### config.mk
export PLATFORM = sky130hd
export DESIGN_NAME = load_store_unit
export DESIGN_NICKNAME = d
export VERILOG_FILES = /design/src/rtl/load_store_unit_pkg.sv /design/src/rtl/load_store_unit_load_extract.sv /design/src/rtl/load_store_unit.sv
export SDC_FILE = /design/constraint.sdc
export NUM_CORES = 1
export LEC_CHECK = 0
export ABC_AREA = 1
export BUFFER_PORTS_ARGS = -buffer_cell sky130_fd_sc_hd__buf_4
export CAP_MARGIN = 40
export CORE_MARGIN = 4
export CORE_UTILIZATION = 35
export CTS_CLUSTER_DIAMETER = 150
export CTS_CLUSTER_SIZE = 20
export DETAILED_ROUTE_END_ITERATION = 8
export GPL_TIMING_DRIVEN = 0
export PLACE_DENSITY_LB_ADDON = 0.05
export SLEW_MARGIN = 20
export SYNTH_ARGS = -nofsm -noshare
export SYNTH_HDL_FRONTEND = slang
export SYNTH_SLANG_ARGS = --single-unit
### constraint.sdc
create_clock -name clk -period 1.8 [get_ports clk]
set_input_delay 0.36 -clock clk [delete_from_list [all_inputs] [get_ports clk]]
set_output_delay 0.36 -clock clk [all_outputs]
set_load 0.1 [all_outputs]
### src/rtl/load_store_unit_pkg.sv
// load_store_unit_pkg: shared LSU types and store lane helpers
package load_store_unit_pkg;
  typedef logic [31:0] word_t;
  typedef enum logic [1:0] {MEM_BYTE = 2'd0, MEM_HALF = 2'd1, MEM_WORD = 2'd2} mem_size_t;
  function automatic logic [3:0] store_strobe(input mem_size_t size, input logic [1:0] off);
    return size == MEM_BYTE ? 4'b0001 << off : size == MEM_HALF ? 4'b0011 << {off[1], 1'b0} : 4'b1111;
  endfunction
  function automatic word_t store_wdata(input mem_size_t size, input word_t d);
    return size == MEM_BYTE ? {4{d[7:0]}} : size == MEM_HALF ? {2{d[15:0]}} : d;
  endfunction
endpackage

### src/rtl/load_store_unit_load_extract.sv
// load_extract: selects the addressed byte/half lane of a bus word and extends it
module load_extract import load_store_unit_pkg::*; (
  input  word_t      rdata,
  input  logic [1:0] offset,
  input  mem_size_t  size,
  input  logic       sign_ext,
  output word_t      data
);
  word_t shifted;
  // shift the addressed lane down to bit 0, then sign or zero extend it
  always_comb begin
    shifted = size == MEM_BYTE ? rdata >> {offset, 3'b000} : size == MEM_HALF ? rdata >> {offset[1], 4'b0000} : rdata;
    data = size == MEM_BYTE ? {{24{sign_ext & shifted[7]}}, shifted[7:0]} :
           size == MEM_HALF ? {{16{sign_ext & shifted[15]}}, shifted[15:0]} : shifted;
  end
endmodule

### src/rtl/load_store_unit.sv
// load_store_unit: byte/half/word load-store stage over a valid/ready bus (LSU_MISALIGN_CHECK_EN enables misalignment rejection)
module load_store_unit import load_store_unit_pkg::*; (
  input  logic       clk,
  input  logic       reset_n,
  input  logic       start,
  input  logic       is_store,
  input  mem_size_t  size,
  input  logic       sign_ext,
  input  word_t      address,
  input  word_t      store_data,
  output logic       busy,
  output logic       done,
  output word_t      load_data,
  output logic       misaligned,
  output logic       mem_valid,
  input  logic       mem_ready,
  output word_t      mem_address,
  output logic [3:0] mem_wstrobe,
  output word_t      mem_wdata,
  input  word_t      mem_rdata
);
  typedef enum logic {IDLE, ACCESS} state_t;
  state_t     state;
  mem_size_t  r_size;
  logic       r_sign_ext;
  logic       r_is_store;
  logic [1:0] r_off;
  logic       reject;
  word_t      extracted;
`ifdef LSU_MISALIGN_CHECK_EN
  assign reject = size == MEM_HALF ? address[0] : size == MEM_BYTE ? 1'b0 : |address[1:0];
`else
  assign reject = 1'b0;
`endif
  assign busy = state == ACCESS;
  load_extract u_extract (
    .rdata    (mem_rdata),
    .offset   (r_off),
    .size     (r_size),
    .sign_ext (r_sign_ext),
    .data     (extracted)
  );
  // accept a request in IDLE, hold the bus request until ready, pulse done on retirement
  always_ff @(posedge clk or negedge reset_n) begin
    if (!reset_n) begin
      state       <= IDLE;
      done        <= 1'b0;
      misaligned  <= 1'b0;
      mem_valid   <= 1'b0;
      mem_address <= '0;
      mem_wstrobe <= '0;
      mem_wdata   <= '0;
      load_data   <= '0;
      r_size      <= MEM_BYTE;
      r_sign_ext  <= 1'b0;
      r_is_store  <= 1'b0;
      r_off       <= '0;
    end else begin
      done       <= 1'b0;
      misaligned <= 1'b0;
      if (state == IDLE && start && reject) begin
        done       <= 1'b1;
        misaligned <= 1'b1;
      end else if (state == IDLE && start) begin
        state       <= ACCESS;
        mem_valid   <= 1'b1;
        mem_address <= {address[31:2], 2'b00};
        mem_wstrobe <= is_store ? store_strobe(size, address[1:0]) : 4'b0000;
        mem_wdata   <= store_wdata(size, store_data);
        r_size      <= size;
        r_sign_ext  <= sign_ext;
        r_is_store  <= is_store;
        r_off       <= address[1:0];
      end else if (state == ACCESS && mem_ready) begin
        state     <= IDLE;
        mem_valid <= 1'b0;
        done      <= 1'b1;
        if (!r_is_store) load_data <= extracted;
      end
    end
  end
endmodule

* Word level (Yosys, flattened, before mapping)
Index checks and enable logic that the tools add are counted.
** Operators by class
- Multiplexer cells :: 13
- Shift-type cells :: 4
- Bitwise logic cells :: 5
- Reductions and logical operators :: 6
- Equal/unequal tests :: 2
** Operator list (count)
- $mux W32 :: 6
- $shr A32 B5 Y32 :: 2
- $mux W4 :: 3
- $eq A2 B1 Y1 const B :: 2
- $logic_not A2 Y1 :: 2
- $mux W1 :: 4
- $shl A1 B2 Y4 const A :: 1
- $shl A2 B2 Y4 const A :: 1
- $not A1 Y1 :: 3
- $reduce_and A3 Y1 :: 1
- $and A1 B1 Y1 :: 2
- $logic_and A1 B1 Y1 :: 2
- $reduce_bool A2 Y1 :: 1
** Word-level totals
- Input bits :: 104
- Bits in registers :: 106

* Logic depth before layout (Yosys ltp)
- Word-level depth :: 6
- Depth in mapped cells :: 11

* Cells and area by module
From an unflattened synthesis, not the netlist that was laid out.
** Unflattened totals
- Cells, all modules :: 726
- Area total of the unflattened synthesis :: 5402.7 sq um
** By module, submodules not included
- load_store_unit :: sequential area each 2652.5 sq um, cells each 534, area an instance 4430.5 sq um, times used 1
- load_extract :: sequential area each 0.0 sq um, cells each 192, area an instance 972.2 sq um, times used 1

* Worst setup path before layout
Ideal clock, no wire load.
- Path type :: register -> register
- Start point :: register state (netlist: busy)
- End point :: register load_data[11]
- Arrival :: 1.830 ns
- Cell stages (with the launch flop) :: 8
- Required time :: 1.718 ns
- Path slack :: -0.113 ns
- Setup time :: 0.082 ns
- Buffers on the path :: 1
- Cell sequence :: dfrtp_1 nand2_1 inv_1 nand2_1 inv_2 clkbuf_1 nor2_1 a31oi_1
** Between the ends
- Longest elaborated chain between the ends :: 4
** RTL lines
- from (decl) :: RTL line load_store_unit.sv:23 : state_t state;
- from (signal assigned) :: RTL line load_store_unit.sv:46 : state <= IDLE;
- from (signal assigned) :: RTL line load_store_unit.sv:65 : state <= ACCESS;
- from (signal assigned) :: RTL line load_store_unit.sv:75 : state <= IDLE;
- $not A1 Y1 :: RTL line load_store_unit.sv:64 : end else if (state == IDLE && start) begin
- $logic_and A1 B1 Y1 :: RTL line load_store_unit.sv:64
- $not A1 Y1 (no source line)
- $reduce_and A3 Y1 (no source line) *
- to (signal assigned) :: RTL line load_store_unit.sv:78 : if (!r_is_store) load_data <= extracted;
- to (decl) :: RTL line load_store_unit.sv:13 : output word_t load_data,
Mark *: on every way between the ends. The rest lies on a longest branch, timed or not.
A chain may end at the register's enable or synchronous reset.

* Worst setup path in the final report
- Start point :: register r_size[0]
- End point :: register load_data[4]
** Between the ends
- Longest elaborated chain between the ends :: 5
** RTL lines
- from (decl) :: RTL line load_store_unit.sv:24 : mem_size_t r_size;
- from (signal assigned) :: RTL line load_store_unit.sv:70 : r_size <= size;
- $eq A2 B1 Y1 :: RTL line load_store_unit_load_extract.sv:12 : shifted = size == MEM_BYTE ? rdata >> {offset, 3'b000} : size == MEM_HALF ? rdata >> {offset[1], 4'b0000} : rd ...
- $mux W32 (2 in series) :: RTL line load_store_unit_load_extract.sv:12
- $mux W32 :: RTL line load_store_unit_load_extract.sv:14 : size == MEM_HALF ? {{16{sign_ext & shifted[15]}}, shifted[15:0]} : shifted;
- $mux W32 * :: RTL line load_store_unit_load_extract.sv:13 : data = size == MEM_BYTE ? {{24{sign_ext & shifted[7]}}, shifted[7:0]} :
Marked as above.

==> flow_summary.yaml <==
status:
  status: "finished clean"
worst_setup_path:
  critPathSlowestCell: "buf_1"
  worst_setup_path_end_kind: "register"
  critPathMostFrequentCell: "nand3_1"
  r2r-start: "r_size[0]$_DFFE_PN0P_"
  cp_top_family: "buffers and inverters"
  cp_cell_sequence: "inv_1, nand2_4, buf_1, nand3_1, nand3_1, nand2_1"
  worstPathMaxFanout: 10
  critical-path-max-stage-delay_ns: 0.46
  criticalPathCategory: "register to register"
  startpoint: "r_size[0]$_DFFE_PN0P_"
  cp.required_ns: 2.04
  path_buf_inv: 2
  arrival_ns: 1.86
  startpoint_type: "register"
  r2r_slack_ns: 0.18
final_layout:
  layout-drive-gt1-share_pct: 30.1
  design_area_um2: 7140
  final-seq-area_um2: 2650
  final_util_pct: 51.2
  antenna_cells: 0
  fillers: 1374
  finalNonFillerCells: 1047
  multi_input_area_um2: 2020
  syn_to_final_growth_pct: 43.2
  layout.nets: 966
worst_hold_path:
  min_from: "address[30]"
  hold_path.class: "input pin to register"
clock_network:
  cts_tree: "built"
  clk_pin_slew_ns: 0.08
  cts_root_buf: "clkbuf_16"
  clkLatencyLatePin_ns: 0.35
  post_cts_buffers: 0
  numCtsBuffers: 9
  clockBufferDepth: 2
  h-tree-depth: 3
  clock-sinks: 106
timing:
  holdWs_ns: 0.198
  setup_viol: 0
  period_needed_ns: 1.62
  finalHoldViolations: 0
  min_period_over_period_pct: 90.0
  tns_ns: 0
  max_freq_mhz: 618
  fin_skew_ns: 0.00779
  worst_slack_ns: 0.181
  slew-limit-headroom_pct: 62.3
  rsz0062_at_grt: "no"
  worstMarginPinSlew_ns: 0.566
  maxSlewViolCount: 0
job:
  cap_violations: 0
synth:
  ys_seq_elements: 106
  yosysSeqAreaShare_pct: 53.2
  postSynthCellCount: 643
  synth.avg_cell_area_um2: 7.75
  yosysWarnings: 0
  synth.cell_area_um2: 4980
  yosys.cell_types.count: 29
global_route:
  grt_pass1_wl_um: 26500
  grt_pass1_vias: 5206
  grt_max_degree: 77
  grt_overflow_total: 0
  antenna_found_initial: 0
  grtUsageTotal_pct: 20.4
power_and_ir_drop:
  p_switching_mw: 7.83
  p_total_mw: 13.8
  swShare_pct: 56.7
  cellInternalPower_mw: 5.98
  powerDensity_nw_per_um2: 1930
  power.leakage_nw: 3.74
  p_clk_share_pct: 16.1
  irDropWorstVdd_mv: 0.834
  sequentialPowerShare_pct: 25.4
  power_frac_comb_pct: 58.5
die:
  die_w_um: 127
  num_rows: 43
  pin_count: 208
  core_area_um2: 13900
  die_area_um2: 16200
  die_h_um: 127
  start_util_pct: 35.8
routing:
  wirelength_um: 16500
  detail-route-antenna-nets: 0
  route.detailed.vias_per_inst: 4.80
  drt_iter0_drc: 320
  drt_pre_antenna_iters: 7
  route.detailed.drc: 0
  vias: 5029
  wl_per_cell_um: 15.8
place:
  dp.cells: 1030
  hpwl_um: 12600
  place.gp.congestion: 0.878
  dp_slack_ns: 0.0534
  place_area_um2: 6780
  port_buffers: 204
-- worst register-to-register path: stages (launching register included) --
cell and delay (ns):
dfrtp_1 0.43, inv_1 0.13, nand2_4 0.14, buf_1 0.46, nand3_1 0.15, nand3_1 0.13
nand2_1 0.06
-- Yosys cell counts, drive strengths merged --
cell / n / share of area (%)
or2: 3 / 0.38
clkinv: 3 / 0.23
nor2: 112 / 8.6
clkbuf: 11 / 0.83
nand2: 222 / 17
o21ai: 30 / 3.0
dfrtp: 106 / 53
o21bai: 1 / 0.15
a21oi: 32 / 3.2
o31ai: 7 / 1.1
a32o: 2 / 0.40
buf: 24 / 2.7
a31oi: 16 / 2.0
a211oi: 1 / 0.15
o211ai: 7 / 1.1
conb: 1 / 0.075
nand4: 2 / 0.38
nand3: 26 / 2.6
inv: 37 / 2.8
-- cells by family (layout without fill, tap and decap cells) --
group / after synthesis / after routing / synth area share (%)
DFF: 106 / 106 / 53.2
AOI/OAI and AO/OA: 96 / 96 / 11.0
other: 1 / 3 / 0.0752
buffers and inverters: 75 / 297 / 6.55
and+or+nand+nor: 365 / 365 / 29.1
-- power groups by stage --
stage / Sequential (mW) / Combinational [mW] / Clock, mW
final: 3.51 / 8.08 / 2.22
after global routing: 3.60 / 8.43 / 2.36
after CTS: 3.51 / 8.13 / 2.29
after detailed placement: 3.55 / 8.12 / 0
after global placement: 3.53 / 8.07 / 0
after floorplan: 8.46 / 1.28 / 0
-- cell type report --
type	count	share of cell area, %
Clock inverter	5	1.16
Inverter	40	2.14
Buffer	35	2.51
Multi-Input combinational cell	464	28.3
Sequential cell	106	37.2
Timing Repair Buffer	206	22.0
Clock buffer	11	3.54
Tap cell	180	3.15
-- flip-flops by register name, summed over array words and instances, names as in the netlist --
signal	cells
busy	1
done	1
load_data	32
mem_address	30
mem_wdata	32
mem_wstrobe	4
r_is_store	1
r_off	2
r_sign_ext	1
r_size	2
-- routing by layer --
| metal | vias to the layer above | GRT usage, % | wire (um) |
|---|---|---|---|
| li1 | 2467 | - | - |
| met2 | 176 | 33.7 | 7830 |
| met4 | 0 | 6.18 | 201 |
| met1 | 2371 | 26.3 | 7110 |
| met3 | 15 | 5.52 | 1400 |
| met5 | - | 0 | 0 |
-- cells in the final DEF (no fill, tap or decap), drive strengths merged --
| master | count |
|---|---|
| a211oi | 1 |
| a21oi | 32 |
| a31oi | 16 |
| a32o | 2 |
| buf | 226 |
| bufinv | 2 |
| clkbuf | 25 |
| clkinv | 4 |
| conb | 3 |
| dfrtp | 106 |
| dlygate4sd3 | 1 |
| inv | 39 |
| nand2 | 222 |
| nand3 | 26 |
| nand4 | 2 |
| nor2 | 112 |
| o211ai | 7 |
| o21ai | 30 |
| o21bai | 1 |
| o31ai | 7 |
| or2 | 3 |
-- timing repair --
item | CTS | global route
endpoints found under the hold margin | 30 | 0
gates resized for setup | 0 | 8
hold buffers | 1 | 0
endpoints found under the setup margin | 0 | 29
-- worst paths after layout --
check,cells after the start,end
setup / recovery,6,load_data[4]$_DFFE_PN0P_
hold / removal,3,mem_address[30]$_DFFE_PN0P_
setup reg to reg,6,load_data[4]$_DFFE_PN0P_
hold reg to reg,2,mem_address[12]$_DFFE_PN0P_
max in group asynchronous,3,mem_wstrobe[3]$_DFFE_PN0P_
min in group asynchronous,2,mem_address[23]$_DFFE_PN0P_
(Power assumes the default switching activity.)
